<file path="config.mk">
export PLATFORM = sky130hd
export DESIGN_NAME = output_pulse_burst_driver
export DESIGN_NICKNAME = d
export VERILOG_FILES = /design/src/rtl/output_driver_pkg.sv /design/src/rtl/output_pulse_channel.sv /design/src/rtl/output_pulse_burst_driver.sv
export SDC_FILE = /design/constraint.sdc
export NUM_CORES = 2
export LEC_CHECK = 0
export CORE_ASPECT_RATIO = 1.4
export CORE_MARGIN = 4
export CORE_UTILIZATION = 64
export DETAILED_ROUTE_END_ITERATION = 10
export PLACE_DENSITY = 0.85
export SLEW_MARGIN = 20
export SYNTH_ARGS = -nofsm -noshare
export SYNTH_HDL_FRONTEND = slang
export SYNTH_HIERARCHICAL = 1
export SYNTH_SLANG_ARGS = --single-unit
</file>
<file path="constraint.sdc">
create_clock -name evrClk -period 6.6 [get_ports evrClk]
set_clock_uncertainty 0.05 [all_clocks]
set_input_delay 1.65 -clock evrClk [delete_from_list [all_inputs] [get_ports evrClk]]
set_output_delay 1.65 -clock evrClk [all_outputs]
set_load 0.1 [all_outputs]
</file>
<file path="src/rtl/output_driver_pkg.sv">
// ---------------------------------------------------------------------------
// output_driver_pkg
// Definitions shared by the pulse burst driver and its per-channel engine:
//   - cfgOpT      : meaning of the 2-bit cfgOp field
//   - CTRL_*      : bit positions inside a CONTROL payload
//   - chanStateT  : per-channel waveform state encoding
// No ports; imported by output_pulse_channel and output_pulse_burst_driver.
// ---------------------------------------------------------------------------
package output_driver_pkg;

  typedef enum logic [1:0] {
    OP_CONTROL = 2'd0,
    OP_DELAY   = 2'd1,
    OP_WIDTH   = 2'd2,
    OP_PERIOD  = 2'd3
  } cfgOpT;

  localparam int CTRL_ENABLE_BIT = 0;
  localparam int CTRL_INVERT_BIT = 1;
  localparam int CTRL_BURST_LSB  = 8;

  typedef enum logic [2:0] {
    S_IDLE  = 3'd0,
    S_DELAY = 3'd1,
    S_FIRST = 3'd2,
    S_HIGH  = 3'd3,
    S_LAST  = 3'd4,
    S_GAP   = 3'd5
  } chanStateT;

endpackage

</file>
<file path="src/rtl/output_pulse_channel.sv">
// ---------------------------------------------------------------------------
// output_pulse_channel
// One output channel: shadow/active configuration, commit handling and the
// waveform FSM that turns a trigger into a burst of SERDES words.
// Ports:
//   evrClk, evrRst_n : EVR clock, asynchronous active-low reset
//   cfgWrite         : configuration write aimed at this channel (one cycle)
//   cfgOp, cfgData   : operation code and payload of that write
//   trigger          : one-cycle trigger strobe
//   busy             : registered, high while the channel is not idle
//   pattern          : registered SERDES word, LSB transmitted first
// ---------------------------------------------------------------------------
module output_pulse_channel
  import output_driver_pkg::*;
#(
  parameter int SERDES_WIDTH       = 4,
  parameter int COARSE_DELAY_WIDTH = 22,
  parameter int COARSE_WIDTH_WIDTH = 20,
  parameter int PERIOD_WIDTH       = 20,
  parameter int BURST_COUNT_WIDTH  = 8
) (
  input  logic                    evrClk,
  input  logic                    evrRst_n,
  input  logic                    cfgWrite,
  input  logic [1:0]              cfgOp,
  input  logic [31:0]             cfgData,
  input  logic                    trigger,
  output logic                    busy,
  output logic [SERDES_WIDTH-1:0] pattern
);

  // Effective period must hold both the period field and coarseWidth+2.
  localparam int EXT_WIDTH = (PERIOD_WIDTH > COARSE_WIDTH_WIDTH + 1) ?
                             PERIOD_WIDTH : COARSE_WIDTH_WIDTH + 1;

  localparam logic [COARSE_DELAY_WIDTH:0] DELAY_ONE  = 1;
  localparam logic [COARSE_WIDTH_WIDTH:0] WIDTH_ONE  = 1;
  localparam logic [EXT_WIDTH:0]          PERIOD_ONE = 1;
  localparam logic [BURST_COUNT_WIDTH:0]  BURST_ONE  = 1;
  localparam logic [EXT_WIDTH-1:0]        WIDTH_PAD  = 2;

  logic [COARSE_DELAY_WIDTH-1:0] shDelay, acDelay;
  logic [COARSE_WIDTH_WIDTH-1:0] shWidth, acWidth;
  logic [PERIOD_WIDTH-1:0]       shPeriod, acPeriod;
  logic [SERDES_WIDTH-1:0]       shFirst, acFirst, shLast, acLast;
  logic [BURST_COUNT_WIDTH-1:0]  shBurst, acBurst;
  logic                          shEnable, acEnable, shInvert, acInvert;
  logic                          commitPending;

  chanStateT                     state;
  logic [COARSE_DELAY_WIDTH:0]   delayCnt, delayNext, delayLoad;
  logic [COARSE_WIDTH_WIDTH:0]   widthCnt, widthNext, widthLoad;
  logic [EXT_WIDTH:0]            periodCnt, periodNext, periodLoad;
  logic [BURST_COUNT_WIDTH:0]    burstCnt, burstNext, burstLoad;

  logic                          ctrlWrite, applyCommit;
  logic                          commitEnable, commitInvert;
  logic [BURST_COUNT_WIDTH-1:0]  commitBurst;
  logic [EXT_WIDTH-1:0]          widthPlusTwo, periodExt, periodEff;
  logic [SERDES_WIDTH-1:0]       idleWord, highWord, firstWord, lastWord;
  logic                          unusedCfgBits;

  assign unusedCfgBits = ^cfgData;

  // Commit decode, output words and counter load/decrement values.
  // Counters carry one extra MSB: they load value-1 and a stage ends when
  // the decremented value sets the MSB, so all-ones fields never wrap.
  // A CONTROL write with enable=0 aborts a running burst at once; any
  // other commit only takes effect while idle.
  always_comb begin
    ctrlWrite    = cfgWrite && (cfgOp == OP_CONTROL);
    commitEnable = ctrlWrite ? cfgData[CTRL_ENABLE_BIT] : shEnable;
    commitInvert = ctrlWrite ? cfgData[CTRL_INVERT_BIT] : shInvert;
    commitBurst  = ctrlWrite ? cfgData[CTRL_BURST_LSB +: BURST_COUNT_WIDTH] : shBurst;
    applyCommit  = (state == S_IDLE) ? (ctrlWrite || commitPending)
                                     : (ctrlWrite && !cfgData[CTRL_ENABLE_BIT]);

    widthPlusTwo = EXT_WIDTH'(acWidth) + WIDTH_PAD;
    periodExt    = EXT_WIDTH'(acPeriod);
    periodEff    = (periodExt > widthPlusTwo) ? periodExt : widthPlusTwo;

    idleWord     = {SERDES_WIDTH{acInvert}};
    highWord     = {SERDES_WIDTH{~acInvert}};
    firstWord    = acFirst ^ idleWord;
    lastWord     = acLast ^ idleWord;

    delayLoad    = {1'b0, acDelay} - DELAY_ONE;
    widthLoad    = {1'b0, acWidth} - WIDTH_ONE;
    periodLoad   = {1'b0, periodEff} - PERIOD_ONE;
    burstLoad    = (acBurst == '0) ? '0 : ({1'b0, acBurst} - BURST_ONE);

    delayNext    = delayCnt - DELAY_ONE;
    widthNext    = widthCnt - WIDTH_ONE;
    periodNext   = periodCnt - PERIOD_ONE;
    burstNext    = burstCnt - BURST_ONE;
  end

  // Configuration shadows, commit into the active set, and the waveform FSM.
  // The period counter starts at each firstPattern and runs through the
  // pulse, so whatever remains at S_LAST is the gap before the next pulse.
  always_ff @(posedge evrClk or negedge evrRst_n) begin
    if (!evrRst_n) begin
      shDelay       <= '0;
      shFirst       <= '0;
      shWidth       <= '0;
      shLast        <= '0;
      shPeriod      <= '0;
      shBurst       <= '0;
      shEnable      <= 1'b0;
      shInvert      <= 1'b0;
      acDelay       <= '0;
      acFirst       <= '0;
      acWidth       <= '0;
      acLast        <= '0;
      acPeriod      <= '0;
      acBurst       <= '0;
      acEnable      <= 1'b0;
      acInvert      <= 1'b0;
      commitPending <= 1'b0;
      state         <= S_IDLE;
      delayCnt      <= '0;
      widthCnt      <= '0;
      periodCnt     <= '0;
      burstCnt      <= '0;
      busy          <= 1'b0;
      pattern       <= '0;
    end else begin
      if (cfgWrite) begin
        case (cfgOp)
          OP_DELAY: begin
            shDelay <= cfgData[SERDES_WIDTH +: COARSE_DELAY_WIDTH];
            shFirst <= cfgData[0 +: SERDES_WIDTH];
          end
          OP_WIDTH: begin
            shWidth <= cfgData[SERDES_WIDTH +: COARSE_WIDTH_WIDTH];
            shLast  <= cfgData[0 +: SERDES_WIDTH];
          end
          OP_PERIOD: shPeriod <= cfgData[0 +: PERIOD_WIDTH];
          default: begin
            shEnable <= cfgData[CTRL_ENABLE_BIT];
            shInvert <= cfgData[CTRL_INVERT_BIT];
            shBurst  <= cfgData[CTRL_BURST_LSB +: BURST_COUNT_WIDTH];
          end
        endcase
      end

      if (applyCommit) begin
        acDelay       <= shDelay;
        acFirst       <= shFirst;
        acWidth       <= shWidth;
        acLast        <= shLast;
        acPeriod      <= shPeriod;
        acEnable      <= commitEnable;
        acInvert      <= commitInvert;
        acBurst       <= commitBurst;
        commitPending <= 1'b0;
        state         <= S_IDLE;
        busy          <= 1'b0;
        pattern       <= {SERDES_WIDTH{commitInvert}};
      end else begin
        if (ctrlWrite && (state != S_IDLE)) begin
          commitPending <= 1'b1;
        end
        case (state)
          S_IDLE: begin
            pattern <= idleWord;
            if (trigger && acEnable) begin
              busy     <= 1'b1;
              burstCnt <= burstLoad;
              if (acDelay == '0) begin
                state     <= S_FIRST;
                pattern   <= firstWord;
                widthCnt  <= widthLoad;
                periodCnt <= periodLoad;
              end else begin
                state    <= S_DELAY;
                delayCnt <= delayLoad;
              end
            end
          end
          S_DELAY: begin
            if (delayNext[COARSE_DELAY_WIDTH]) begin
              state     <= S_FIRST;
              pattern   <= firstWord;
              widthCnt  <= widthLoad;
              periodCnt <= periodLoad;
            end else begin
              delayCnt <= delayNext;
              pattern  <= idleWord;
            end
          end
          S_FIRST: begin
            periodCnt <= periodNext;
            if (acWidth == '0) begin
              state   <= S_LAST;
              pattern <= lastWord;
            end else begin
              state   <= S_HIGH;
              pattern <= highWord;
            end
          end
          S_HIGH: begin
            periodCnt <= periodNext;
            if (widthNext[COARSE_WIDTH_WIDTH]) begin
              state   <= S_LAST;
              pattern <= lastWord;
            end else begin
              widthCnt <= widthNext;
              pattern  <= highWord;
            end
          end
          S_LAST: begin
            if (burstNext[BURST_COUNT_WIDTH]) begin
              state   <= S_IDLE;
              busy    <= 1'b0;
              pattern <= idleWord;
            end else begin
              burstCnt <= burstNext;
              if (periodNext[EXT_WIDTH]) begin
                state     <= S_FIRST;
                pattern   <= firstWord;
                widthCnt  <= widthLoad;
                periodCnt <= periodLoad;
              end else begin
                state     <= S_GAP;
                periodCnt <= periodNext;
                pattern   <= idleWord;
              end
            end
          end
          S_GAP: begin
            if (periodNext[EXT_WIDTH]) begin
              state     <= S_FIRST;
              pattern   <= firstWord;
              widthCnt  <= widthLoad;
              periodCnt <= periodLoad;
            end else begin
              periodCnt <= periodNext;
              pattern   <= idleWord;
            end
          end
          default: begin
            state   <= S_IDLE;
            busy    <= 1'b0;
            pattern <= idleWord;
          end
        endcase
      end
    end
  end

endmodule

</file>
<file path="src/rtl/output_pulse_burst_driver.sv">
// ---------------------------------------------------------------------------
// output_pulse_burst_driver
// Multi-channel event-triggered pulse burst generator in the EVR domain.
// Ports:
//   evrClk, evrRst_n : EVR clock, asynchronous active-low reset
//   cfgStrobe        : one-cycle configuration write qualifier
//   cfgChannel       : target channel (writes to absent channels are dropped)
//   cfgOp, cfgData   : operation (CONTROL/DELAY/WIDTH/PERIOD) and payload
//   triggerStrobe    : per-channel one-cycle trigger
//   channelBusy      : per-channel busy flag
//   serdesPattern    : channel c on bits [c*SERDES_WIDTH +: SERDES_WIDTH]
// ---------------------------------------------------------------------------
module output_pulse_burst_driver
  import output_driver_pkg::*;
#(
  parameter int CHANNEL_COUNT      = 4,
  parameter int SERDES_WIDTH       = 4,
  parameter int COARSE_DELAY_WIDTH = 22,
  parameter int COARSE_WIDTH_WIDTH = 20,
  parameter int PERIOD_WIDTH       = 20,
  parameter int BURST_COUNT_WIDTH  = 8
) (
  input  logic                                  evrClk,
  input  logic                                  evrRst_n,
  input  logic                                  cfgStrobe,
  input  logic [$clog2(CHANNEL_COUNT)-1:0]      cfgChannel,
  input  logic [1:0]                            cfgOp,
  input  logic [31:0]                           cfgData,
  input  logic [CHANNEL_COUNT-1:0]              triggerStrobe,
  output logic [CHANNEL_COUNT-1:0]              channelBusy,
  output logic [CHANNEL_COUNT*SERDES_WIDTH-1:0] serdesPattern
);

  logic [CHANNEL_COUNT-1:0] chanWrite;

  // One engine per channel; the shared cfg port is steered by cfgChannel.
  for (genvar c = 0; c < CHANNEL_COUNT; c++) begin : gChannel
    assign chanWrite[c] = cfgStrobe && (32'(cfgChannel) == c);

    output_pulse_channel #(
      .SERDES_WIDTH      (SERDES_WIDTH),
      .COARSE_DELAY_WIDTH(COARSE_DELAY_WIDTH),
      .COARSE_WIDTH_WIDTH(COARSE_WIDTH_WIDTH),
      .PERIOD_WIDTH      (PERIOD_WIDTH),
      .BURST_COUNT_WIDTH (BURST_COUNT_WIDTH)
    ) uChannel (
      .evrClk  (evrClk),
      .evrRst_n(evrRst_n),
      .cfgWrite(chanWrite[c]),
      .cfgOp   (cfgOp),
      .cfgData (cfgData),
      .trigger (triggerStrobe[c]),
      .busy    (channelBusy[c]),
      .pattern (serdesPattern[c*SERDES_WIDTH +: SERDES_WIDTH])
    );
  end

endmodule

</file>
==> qor.csv <==
metric,value,unit
worst path cell trace,ha_1 > nand3_1 > nor4_1 > buf_4 > xor2_1 > inv_1 > ha_1 > and4_1 > and3_1 > a21boi_0 > or4_4 > nand2_1 > buf_4 > a21oi_1 > ha_1 > or3b_2 > or3_1 > or2_2 > nor4_1 > nor2_1 > xnor2_1 > o221ai_1,
initial antenna violation count,9,
crit path kind,flop to flop,
count of final hold-check violations,0,
crit path from,gChannel[3].uChannel/acWidth[2],
Die Footprint,94100,um^2
Post-CTS Setup Repair Bufs,0,
"EDFF count, synth",0,
synth warn,6,
Worst Path Max Fanout,25,
CP arrival,6.66,ns
CTS max path bufs,3,
CP endpoint,gChannel[3].uChannel/periodCnt[18],
Initial Util,0.645,
most frequent cells in the layout,"1,185 x nand2_1, 975 x dfrtp_1, 444 x nor2_1",
fmax,163,MHz
Tmin final,6.15,ns
cell count after synthesis,6378,
period utilization,0.932,
row cnt,129,
syn_area_per_cell,8.95,um^2
"Area growth, synth to finish",8.28,%
pin count of the biggest net entering global routing,161,
# resized after CTS,0,
Seq pwr share,0.331,
Leak,27.0,nW
synth unique cells,108,
Int Power,18.0,mW
switch share,0.458,
Max stage delay on crit path,0.48,ns
number of max-cap violations,0,
Die X-Extent,260,um
normalized max-slew margin,0.228,
root buf cell,clkbuf_16,
VDD IR max,0.373,mV
Mapped Nets,6545,
core area,88400,um^2
outcome,"finished, final reports clean",
Post-Syn Area,57100,um^2
Final nets,6443,
CP Depth,22,
I/O Pins,63,
setup_tns,0,ns
Worst Reg2Reg Path Length in Cells,22,
DR iter-0 viols,4509,
vias in the first global route,47600,
Psw,15.2,mW
Routed Antenna Nets,0,
CP required,7.11,ns
Power Density,537,nW/um^2
most frequent CP cell,ha_1,
clk slew on worst S/H paths,0.07,ns
hold_buf cts,0,
wire per inst,21.0,um
crit path launch type,flop,
Crit. End Element,flop,
"flops & latches, synth",976,
Post-DP HPWL,105000,um
CTS buffer count,92,
instance area at placement,58500,um^2
IO buf count,56,
Final Max Slew Viols,0,
Layout Utilization,0.699,
CTS HTree Levels,3,
fin area,61800,um^2
ys flop type,dfrtp_1,
RSZ-0062 raised after global routing,false,
Reg-to-Reg Start,gChannel[3].uChannel/acWidth[2],
fillers,6567,
Combinational Power Share,0.496,
Crit path max-delay family,simple AND/OR/NAND/NOR gates,
proportion of layout cells with a drive suffix above 1,0.119,
final setup vio count,0,
CTS tree,done,
Vias,48800,
worst slew pin tran,1.15,ns
Vias per Instance,6.48,
clock group share of total power,0.173,
Die Y,361,um
global-route wire length before repair,252000,um
slowest CP cell,or3b_2,
path type of the worst min-delay path,flop to flop,
R2R setup slack,0.45,ns
Buf/Inv on CP,3,
worst r2r dst,gChannel[3].uChannel/periodCnt[18],
total grt overflow,0,
"Seq/Total Area, Yosys",0.428,
final wirelength,158000,um
routability cong.,0.987,
"most common cell after layout, fill and taps aside",nand2_1,
Skew-Pair Late Insertion Delay,0.70,ns
Global Route Usage Sum,0.332,
Pre-antenna DRT Iters,6,
Synth async-reset ratio,1.00,
Clock Sink Count,976,
Post-route DRC,0,
[layout make-up]
type	instances	area, um^2	share of cell area
inverters	152	571	0.00923
diodes	3	7.51	0.000121
clock buffers	126	2680	0.0434
well taps	1179	1480	0.0239
repair buffers	158	1400	0.0226
clock inverters	47	598	0.00968
flip-flops and latches	976	24400	0.395
multi-input cells	4896	30600	0.496
[cells in the mapped netlist (all sizes together) (39+ instances only)]
cell type / count / area share
xnor2: 229 / 0.035
ha: 124 / 0.027
a21oi: 342 / 0.031
a31oi: 51 / 0.0059
a22oi: 39 / 0.0052
o22ai: 59 / 0.0065
o21ai: 450 / 0.040
clkbuf: 258 / 0.017
or3: 107 / 0.012
mux2i: 47 / 0.0082
xor2: 177 / 0.028
nor4: 140 / 0.016
nand3: 130 / 0.011
nor3: 222 / 0.020
dfrtp: 976 / 0.43
nand4: 56 / 0.0061
nand2: 1186 / 0.078
nor2: 459 / 0.031
or4: 61 / 0.0087
nand2b: 49 / 0.0054
buf: 96 / 0.010
mux2: 346 / 0.068
inv: 150 / 0.0099
a22o: 41 / 0.0063
[kinds of logic after synthesis]
logic type                 count (synthesis)  synth area share
muxes                                    393            0.0765
buffers and inverters                    506            0.0374
AOI/OAI and AO/OA                       1327             0.147
DFF                                      976             0.428
and+or+nand+nor                         2646             0.221
xor gates and xnor gates                 406            0.0627
adders and majority gates                124            0.0272
[registers in the layout (all words and copies together) (netlist names), 32 cells and up]
signal and count:
gChannel.uChannel/acWidth 80, gChannel.uChannel/shPeriod 80, gChannel.uChannel/widthCnt 84, gChannel.uChannel/delayCnt 92, gChannel.uChannel/periodCnt 88, gChannel.uChannel/shWidth 80
gChannel.uChannel/shBurst 32, gChannel.uChannel/acDelay 88, gChannel.uChannel/shDelay 88, gChannel.uChannel/burstCnt 36, gChannel.uChannel/acBurst 32, gChannel.uChannel/acPeriod 80
[worst register-to-register path, delay by kind of cell, from the launching register on]
kind	cells	cell delay, ns
xor gates and xnor gates	2	0.51
and+or+nand+nor	11	2.94
buffers and inverters	3	0.58
AOI/OAI and AO/OA	3	0.67
adders and majority gates	3	0.81
DFF	1	0.47
[metal layers]
layer  GRT usage  wire [um]
met4       0.224      12400
met1       0.391      58100
met5           0         19
met2       0.562      77400
met3      0.0463      10100
[power groups by stage]
stage	clock network (mW)	logic [mW]	registers (mW)
6_report	5.74	16.5	11.0
4_1_cts	5.81	16.2	10.9
5_1_grt	6.05	18.2	11.3
2_1_floorplan	0	12.7	10.2
3_5_place_dp	0	16.1	10.9
3_3_place_gp	0	15.6	10.8
[metrics by stage]
step           setup WS (ns)  total power, mW  instances  hold slack, ns
6_report               0.448             33.2       7537           0.397
5_1_grt               0.0406             35.5       7534           0.424
4_1_cts                0.444             32.9       7532           0.397
3_5_place_dp           0.422             27.0       7359           0.394
3_3_place_gp           0.529             26.4       7359           0.389
2_1_floorplan          0.513             22.9       6378           0.383
[worst min path at each step]
stage,start,to,slack [ns],cells past startpoint
floorplan,gChannel[0].uChannel/shDelay[10],gChannel[0].uChannel/acDelay[10],0.38,2
global placement,gChannel[1].uChannel/shDelay[11],gChannel[1].uChannel/acDelay[11],0.39,2
detailed placement,gChannel[0].uChannel/shWidth[8],gChannel[0].uChannel/acWidth[8],0.39,2
CTS,gChannel[3].uChannel/shWidth[7],gChannel[3].uChannel/acWidth[7],0.40,2
global route,gChannel[0].uChannel/shWidth[18],gChannel[0].uChannel/acWidth[18],0.42,2
finish,gChannel[3].uChannel/shWidth[7],gChannel[3].uChannel/acWidth[7],0.40,2
(Power assumes the default switching activity.)
